`config.mk`:
```
export PLATFORM = sky130hd
export DESIGN_NAME = button_conditioner_flat
export DESIGN_NICKNAME = d
export VERILOG_FILES = /design/src/rtl/button_conditioner_if.sv /design/src/rtl/button_conditioner.sv /design/src/flat_wrapper.sv
export SDC_FILE = /design/constraint.sdc
export NUM_CORES = 1
export LEC_CHECK = 0
export ABC_AREA = 1
export BUFFER_PORTS_ARGS = -buffer_cell sky130_fd_sc_hd__buf_4
export CAP_MARGIN = 0
export CORE_MARGIN = 1.5
export CORE_UTILIZATION = 65
export CTS_BUF_LIST = sky130_fd_sc_hd__clkbuf_8
export DETAILED_ROUTE_END_ITERATION = 10
export PLACE_DENSITY = 0.83
export SYNTH_ARGS = -nofsm -noshare
export SYNTH_HDL_FRONTEND = slang
export SYNTH_SLANG_ARGS = --single-unit
```
`constraint.sdc`:
```
create_clock -name clk -period 3.1 [get_ports clk]
set_input_delay 0 -clock clk [delete_from_list [all_inputs] [get_ports clk]]
set_output_delay 0 -clock clk [all_outputs]
set_load 0.1 [all_outputs]
```
`src/rtl/button_conditioner_if.sv`:
```
// Button bundle between raw push-buttons and the conditioned outputs
// consumed by the stopwatch FSM.
interface button_conditioner_if #(
    parameter int N_BTN = 2
);
    logic [N_BTN-1:0] btn_in;
    logic [N_BTN-1:0] btn_level;
    logic [N_BTN-1:0] btn_press;
    logic [N_BTN-1:0] btn_press_slow;

    modport master (
        output btn_in,
        input  btn_level,
        input  btn_press,
        input  btn_press_slow
    );

    modport slave (
        input  btn_in,
        output btn_level,
        output btn_press,
        output btn_press_slow
    );
endinterface

```
`src/rtl/button_conditioner.sv`:
```
// Per-channel synchronizer, debounce FSM and press-pulse stretcher so each
// physical press yields exactly one pulse visible to the 1 kHz stopwatch FSM.
module button_conditioner #(
    parameter int N_BTN           = 2,
    parameter int DEBOUNCE_CYCLES = 1000000,
    parameter int PULSE_CYCLES    = 100000
) (
    input  logic                 clk,
    input  logic                 reset,
    button_conditioner_if.slave  bus
);

    localparam int CNT_W = $clog2(DEBOUNCE_CYCLES);
    localparam int STR_W = $clog2(PULSE_CYCLES + 1);

    localparam logic [CNT_W-1:0] CNT_ZERO = CNT_W'(0);
    localparam logic [CNT_W-1:0] CNT_ONE  = CNT_W'(1);
    localparam logic [CNT_W-1:0] CNT_TERM = CNT_W'(DEBOUNCE_CYCLES - 1);
    localparam logic [STR_W-1:0] STR_ZERO = STR_W'(0);
    localparam logic [STR_W-1:0] STR_ONE  = STR_W'(1);
    localparam logic [STR_W-1:0] STR_LOAD = STR_W'(PULSE_CYCLES - 1);

    typedef enum logic [1:0] {
        IDLE            = 2'd0,
        CONFIRM_PRESS   = 2'd1,
        PRESSED         = 2'd2,
        CONFIRM_RELEASE = 2'd3
    } state_t;

    logic [N_BTN-1:0] level_s;
    logic [N_BTN-1:0] press_s;
    logic [N_BTN-1:0] slow_s;

    for (genvar g = 0; g < N_BTN; g++) begin : g_chan
        logic             sync1_r;
        logic             sync2_r;
        state_t           state_r;
        state_t           state_nxt_s;
        logic [CNT_W-1:0] cnt_r;
        logic [CNT_W-1:0] cnt_nxt_s;
        logic             level_r;
        logic             level_nxt_s;
        logic             press_r;
        logic             press_nxt_s;
        logic             slow_r;
        logic [STR_W-1:0] str_cnt_r;
        logic             at_term_s;

        assign at_term_s = (cnt_r == CNT_TERM);

        // Two-flop synchronizer for the raw asynchronous button.
        always_ff @(posedge clk or posedge reset) begin
            if (reset) begin
                sync1_r <= 1'b0;
                sync2_r <= 1'b0;
            end else begin
                sync1_r <= bus.btn_in[g];
                sync2_r <= sync1_r;
            end
        end

        // State register with the debounce counter and registered outputs.
        always_ff @(posedge clk or posedge reset) begin
            if (reset) begin
                state_r <= IDLE;
                cnt_r   <= CNT_ZERO;
                level_r <= 1'b0;
                press_r <= 1'b0;
            end else begin
                state_r <= state_nxt_s;
                cnt_r   <= cnt_nxt_s;
                level_r <= level_nxt_s;
                press_r <= press_nxt_s;
            end
        end

        // Next-state and debounce counter logic.
        always_comb begin
            state_nxt_s = state_r;
            cnt_nxt_s   = cnt_r;
            case (state_r)
                IDLE: begin
                    if (sync2_r) begin
                        state_nxt_s = CONFIRM_PRESS;
                        cnt_nxt_s   = CNT_ONE;
                    end else begin
                        cnt_nxt_s   = CNT_ZERO;
                    end
                end
                CONFIRM_PRESS: begin
                    if (!sync2_r) begin
                        state_nxt_s = IDLE;
                        cnt_nxt_s   = CNT_ZERO;
                    end else if (at_term_s) begin
                        state_nxt_s = PRESSED;
                        cnt_nxt_s   = CNT_ZERO;
                    end else begin
                        cnt_nxt_s   = cnt_r + CNT_ONE;
                    end
                end
                PRESSED: begin
                    if (!sync2_r) begin
                        state_nxt_s = CONFIRM_RELEASE;
                        cnt_nxt_s   = CNT_ONE;
                    end else begin
                        cnt_nxt_s   = CNT_ZERO;
                    end
                end
                CONFIRM_RELEASE: begin
                    if (sync2_r) begin
                        state_nxt_s = PRESSED;
                        cnt_nxt_s   = CNT_ZERO;
                    end else if (at_term_s) begin
                        state_nxt_s = IDLE;
                        cnt_nxt_s   = CNT_ZERO;
                    end else begin
                        cnt_nxt_s   = cnt_r + CNT_ONE;
                    end
                end
                default: begin
                    state_nxt_s = IDLE;
                    cnt_nxt_s   = CNT_ZERO;
                end
            endcase
        end

        // Output decode: level follows accepted transitions, press only on acceptance.
        always_comb begin
            level_nxt_s = level_r;
            press_nxt_s = 1'b0;
            case (state_r)
                CONFIRM_PRESS: begin
                    if (sync2_r && at_term_s) begin
                        level_nxt_s = 1'b1;
                        press_nxt_s = 1'b1;
                    end else begin
                        press_nxt_s = 1'b0;
                    end
                end
                CONFIRM_RELEASE: begin
                    if (!sync2_r && at_term_s) begin
                        level_nxt_s = 1'b0;
                    end else begin
                        level_nxt_s = level_r;
                    end
                end
                default: begin
                    press_nxt_s = 1'b0;
                end
            endcase
        end

        // Stretcher: holds the press for one slow-clock period; presses while busy are dropped.
        always_ff @(posedge clk or posedge reset) begin
            if (reset) begin
                slow_r    <= 1'b0;
                str_cnt_r <= STR_ZERO;
            end else if (slow_r) begin
                if (str_cnt_r == STR_ZERO) begin
                    slow_r <= 1'b0;
                end else begin
                    str_cnt_r <= str_cnt_r - STR_ONE;
                end
            end else if (press_r) begin
                slow_r    <= 1'b1;
                str_cnt_r <= STR_LOAD;
            end else begin
                str_cnt_r <= STR_ZERO;
            end
        end

        assign level_s[g] = level_r;
        assign press_s[g] = press_r;
        assign slow_s[g]  = slow_r;
    end

    assign bus.btn_level      = level_s;
    assign bus.btn_press      = press_s;
    assign bus.btn_press_slow = slow_s;

endmodule

```
`src/flat_wrapper.sv`:
```
// flat-port wrapper written by rule: the top's interface ports become plain ports
module button_conditioner_flat 
#(
    parameter int N_BTN           = 2,
    parameter int DEBOUNCE_CYCLES = 1000000,
    parameter int PULSE_CYCLES    = 100000
)
  (clk, reset, bus_btn_in, bus_btn_level, bus_btn_press, bus_btn_press_slow);
  button_conditioner_if #(.N_BTN(N_BTN)) bus_i ();
  input  logic clk;
  input  logic reset;
  input wire logic [$bits(bus_i.btn_in)-1:0] bus_btn_in;
  output wire logic [$bits(bus_i.btn_level)-1:0] bus_btn_level;
  output wire logic [$bits(bus_i.btn_press)-1:0] bus_btn_press;
  output wire logic [$bits(bus_i.btn_press_slow)-1:0] bus_btn_press_slow;
  assign bus_i.btn_in = bus_btn_in;
  assign bus_btn_level = bus_i.btn_level;
  assign bus_btn_press = bus_i.btn_press;
  assign bus_btn_press_slow = bus_i.btn_press_slow;
  button_conditioner #(.N_BTN(N_BTN), .DEBOUNCE_CYCLES(DEBOUNCE_CYCLES), .PULSE_CYCLES(PULSE_CYCLES)) u_core (.clk(clk), .reset(reset), .bus(bus_i));
endmodule
```
==> impl_metrics.csv <==
group,metric,value,unit
power,switchingPower,459.6,uW
drt,wire_per_inst,12.35,um
setup_path,cp-end-kind,"register",
setup_path,worstSetupStartpointType,"register",
placement,port_buffers,9,
synth,syn_inst,687,
setup_path,critPathArrivalTime,2.00,ns
clocking,cts.sinks,88,
global_route,overflow,0,
global_route,grt_pass1_vias,4195,
placement,gp_congestion,0.8878,
hold_path,hold_path_class,"in -> async",
layout,diodes,0,
power,p_clk_share,42.1,%
timing,setup_viol,0,
power,power_density,396.1,mW/mm^2
placement,dp_hpwl,7.141,mm
synth,syn_area,0.004928,sq mm
setup_path,r2r_cells,8,
timing,rsz0062_at_grt,"no",
global_route,track_usage,25.72,%
die,die_w,90.08,um
die,pin_count,10,
synth,avgSynthCellArea,7.174,sq um
timing,fin_tns_setup,0,ns
timing,hold_viol,0,
die,fp.dieArea,0.008114,sq mm
drt,drc,0,
synth,yosysUniqueCellTypes,34,
clocking,clk_latency,0.36,ns
clocking,cts-htree-levels,3,
layout,utilization,72.72,%
timing,period_minus_slack,1.762,ns
die,start_util,67.59,%
drt,wl,9.932,mm
timing,final.period_utilization,56.85,%
synth,yosys.area.top_type,"dfrtp_1",
synth,synth_top_area_share,44.68,%
clocking,clk_transition_reported_paths,0.09,ns
status,status,"finished, final reports clean",
power,p_int,1641,uW
setup_path,worstSetupPathType,"reg -> reg",
global_route,grt_start_max_net_pins,38,
power,p_comb_share,2.7,%
layout,multi_input_area,0.002266,sq mm
synth,yosysMostFrequentCell,"nand2_1",
power,ir_worst_vdd,329.8,uV
setup_path,crit_fanout,13,
timing,clock.fmax,0.5674,GHz
synth,ys_seq_area_share,44.68,%
drt,first_pass_iters,4,
global_route,antenna_found_initial,0,
synth,synth_edf_count,0,
timing,worst_pin_slew,0.6189,ns
die,coreArea,0.007292,sq mm
die,rows,31,
synth,syn-num-nets,697,
power,switching_share,21.88,%
synth,ys_top_cells_by_area,"dfrtp_1 (45%), nand2_1 (13%), nor2_1 (11%)",
synth,yosys_most_used_dff,"dfrtp_1",
synth,synth_seq_cells,88,
synth,yosys-top-cells-count,"nand2_1 (177), nor2_1 (142), inv_1 (98)",
layout,stdcell_count,804,
timing,drv_slew,0,
synth,synth-async-reset-ratio,100.0,%
timing,fin_skew,0.01090,ns
clocking,cts.path.max_buffers,2,
power,p_leak,0.002786,uW
drt,via_count,4243,
layout,nets,710,
layout,fillers,596,
layout,area.growth.synth_to_final,7.591,%
clocking,cts_made_buffers,9,
timing,relSlewSlack,58.69,%
placement,dpl.cell_count,785,
power,p_seq_share,55.2,%
clocking,cts_tree,"yes",
clocking,cts_root_buf,"clkbuf_8",
job,cap_violations,0,
drt,ant_nets,0,
layout,seq_area,0.002202,sq mm
drt,first_iter_violations,168,
global_route,grt_pass1_wl,17.25,mm
power,power,2101,uW
die,die_h,90.08,um
setup_path,crit_required,3.34,ns
synth,yosysWarnings,0,
drt,vias_per_cell,5.277,
layout,layout-drive-gt1-share,6.950,%
-- power groups by stage --
stage | Combinational [uW] | Sequential, uW | Clock [uW]
6_report | 56.7 | 1160 | 883
3_5_place_dp | 55.2 | 1180 | 0
4_1_cts | 58.2 | 1160 | 889
3_3_place_gp | 53.1 | 1180 | 0
2_1_floorplan | 41.0 | 1180 | 0
5_1_grt | 66.0 | 1160 | 933
-- layer usage --
layer / global-route usage [%] / wire, um / part of all wire [%]
met3: 3.384 / 357 / 3.6
met4: 11.64 / 157 / 1.6
met1: 31.91 / 4429 / 45
met5: 0 / 0 / 0
met2: 44.70 / 4988 / 50
-- cell type report --
| class | count | area share, % |
|---|---|---|
| Inverter | 100 | 7.102 |
| Tap cell | 99 | 2.336 |
| Timing Repair Buffer | 14 | 2.124 |
| Sequential cell | 88 | 41.53 |
| Clock buffer | 10 | 2.596 |
| Clock inverter | 6 | 1.581 |
| Multi-Input combinational cell | 487 | 42.73 |
-- placed cells by master (no fill, tap or decap), types with 2 or more instances in the layout --
master	n
a21o_1	3
a21oi_1	11
buf_4	11
bufinv_16	2
clkbuf_8	10
clkinv_2	2
clkinvlp_4	2
dfrtp_1	88
dlygate4sd3_1	3
ha_1	6
inv_1	98
inv_2	2
nand2_1	177
nand2_2	3
nand3_1	52
nand3b_1	2
nand4_1	8
nor2_1	142
nor2_2	7
nor2_4	2
nor3_1	10
nor3_2	4
o21ai_0	26
o21bai_1	3
or2_2	2
xnor2_1	12
xor2_1	8
-- worst max-delay path: stages (launching register included) --
cell and delay, ns:
dfrtp_1 0.38, ha_1 0.20, inv_1 0.06, nor3_2 0.27, nand3_1 0.19, nand2_2 0.29
inv_2 0.12, nand2_1 0.07, nor2_1 0.04
-- worst paths after layout --
kind	start	end	slack, ns
min	reset	u_core.g_chan[1].cnt_r[2]$_DFF_PP0_	0.25
min reg2reg	u_core.g_chan[1].sync1_r$_DFF_PP0_	u_core.g_chan[1].sync2_r$_DFF_PP0_	0.37
max	u_core.g_chan[1].cnt_r[0]$_DFF_PP0_	u_core.g_chan[1].cnt_r[14]$_DFF_PP0_	1.34
max in group asynchronous	reset	u_core.g_chan[0].str_cnt_r[11]$_DFFE_PP0P_	2.07
max reg2reg	u_core.g_chan[1].cnt_r[0]$_DFF_PP0_	u_core.g_chan[1].cnt_r[14]$_DFF_PP0_	1.34
min in group clk	bus_btn_in[0]	u_core.g_chan[0].sync1_r$_DFF_PP0_	0.30
-- state kept, by name (all words and copies together) (netlist names), named ones only --
register / flops
u_core.g_chan.cnt_r: 40
u_core.g_chan.level_r: 2
u_core.g_chan.press_r: 2
u_core.g_chan.slow_r: 2
u_core.g_chan.state_r: 2
u_core.g_chan.str_cnt_r: 34
u_core.g_chan.sync1_r: 2
u_core.g_chan.sync2_r: 2
-- kinds of logic (layout without fill, tap and decap cells) --
kind of cell	Yosys count	count (layout)	synth area share (%)
compound gates	47	47	5.204
xor+xnor	20	20	3.554
fa+ha+maj	6	6	1.523
buf+inv	112	130	9.342
flops	88	88	44.68
simple gates	414	414	35.69
-- what timing repair did --
item                      CTS  global route
gates resized for setup     0             0
hold buffers                3             0
hold endpoints to repair   37             0
setup buffers               0             0
-- per-stage QoR --
step           cell area (sq um)  worst slack, ns  hold slack, ns
3_5_place_dp                5051            1.384          0.1030
5_1_grt                     5303            1.165          0.2955
2_1_floorplan               4928           0.8214         0.03143
6_report                    5303            1.338          0.2536
3_3_place_gp                5051            1.444         0.09221
4_1_cts                     5303            1.371          0.2686
(Power assumes the default switching activity.)
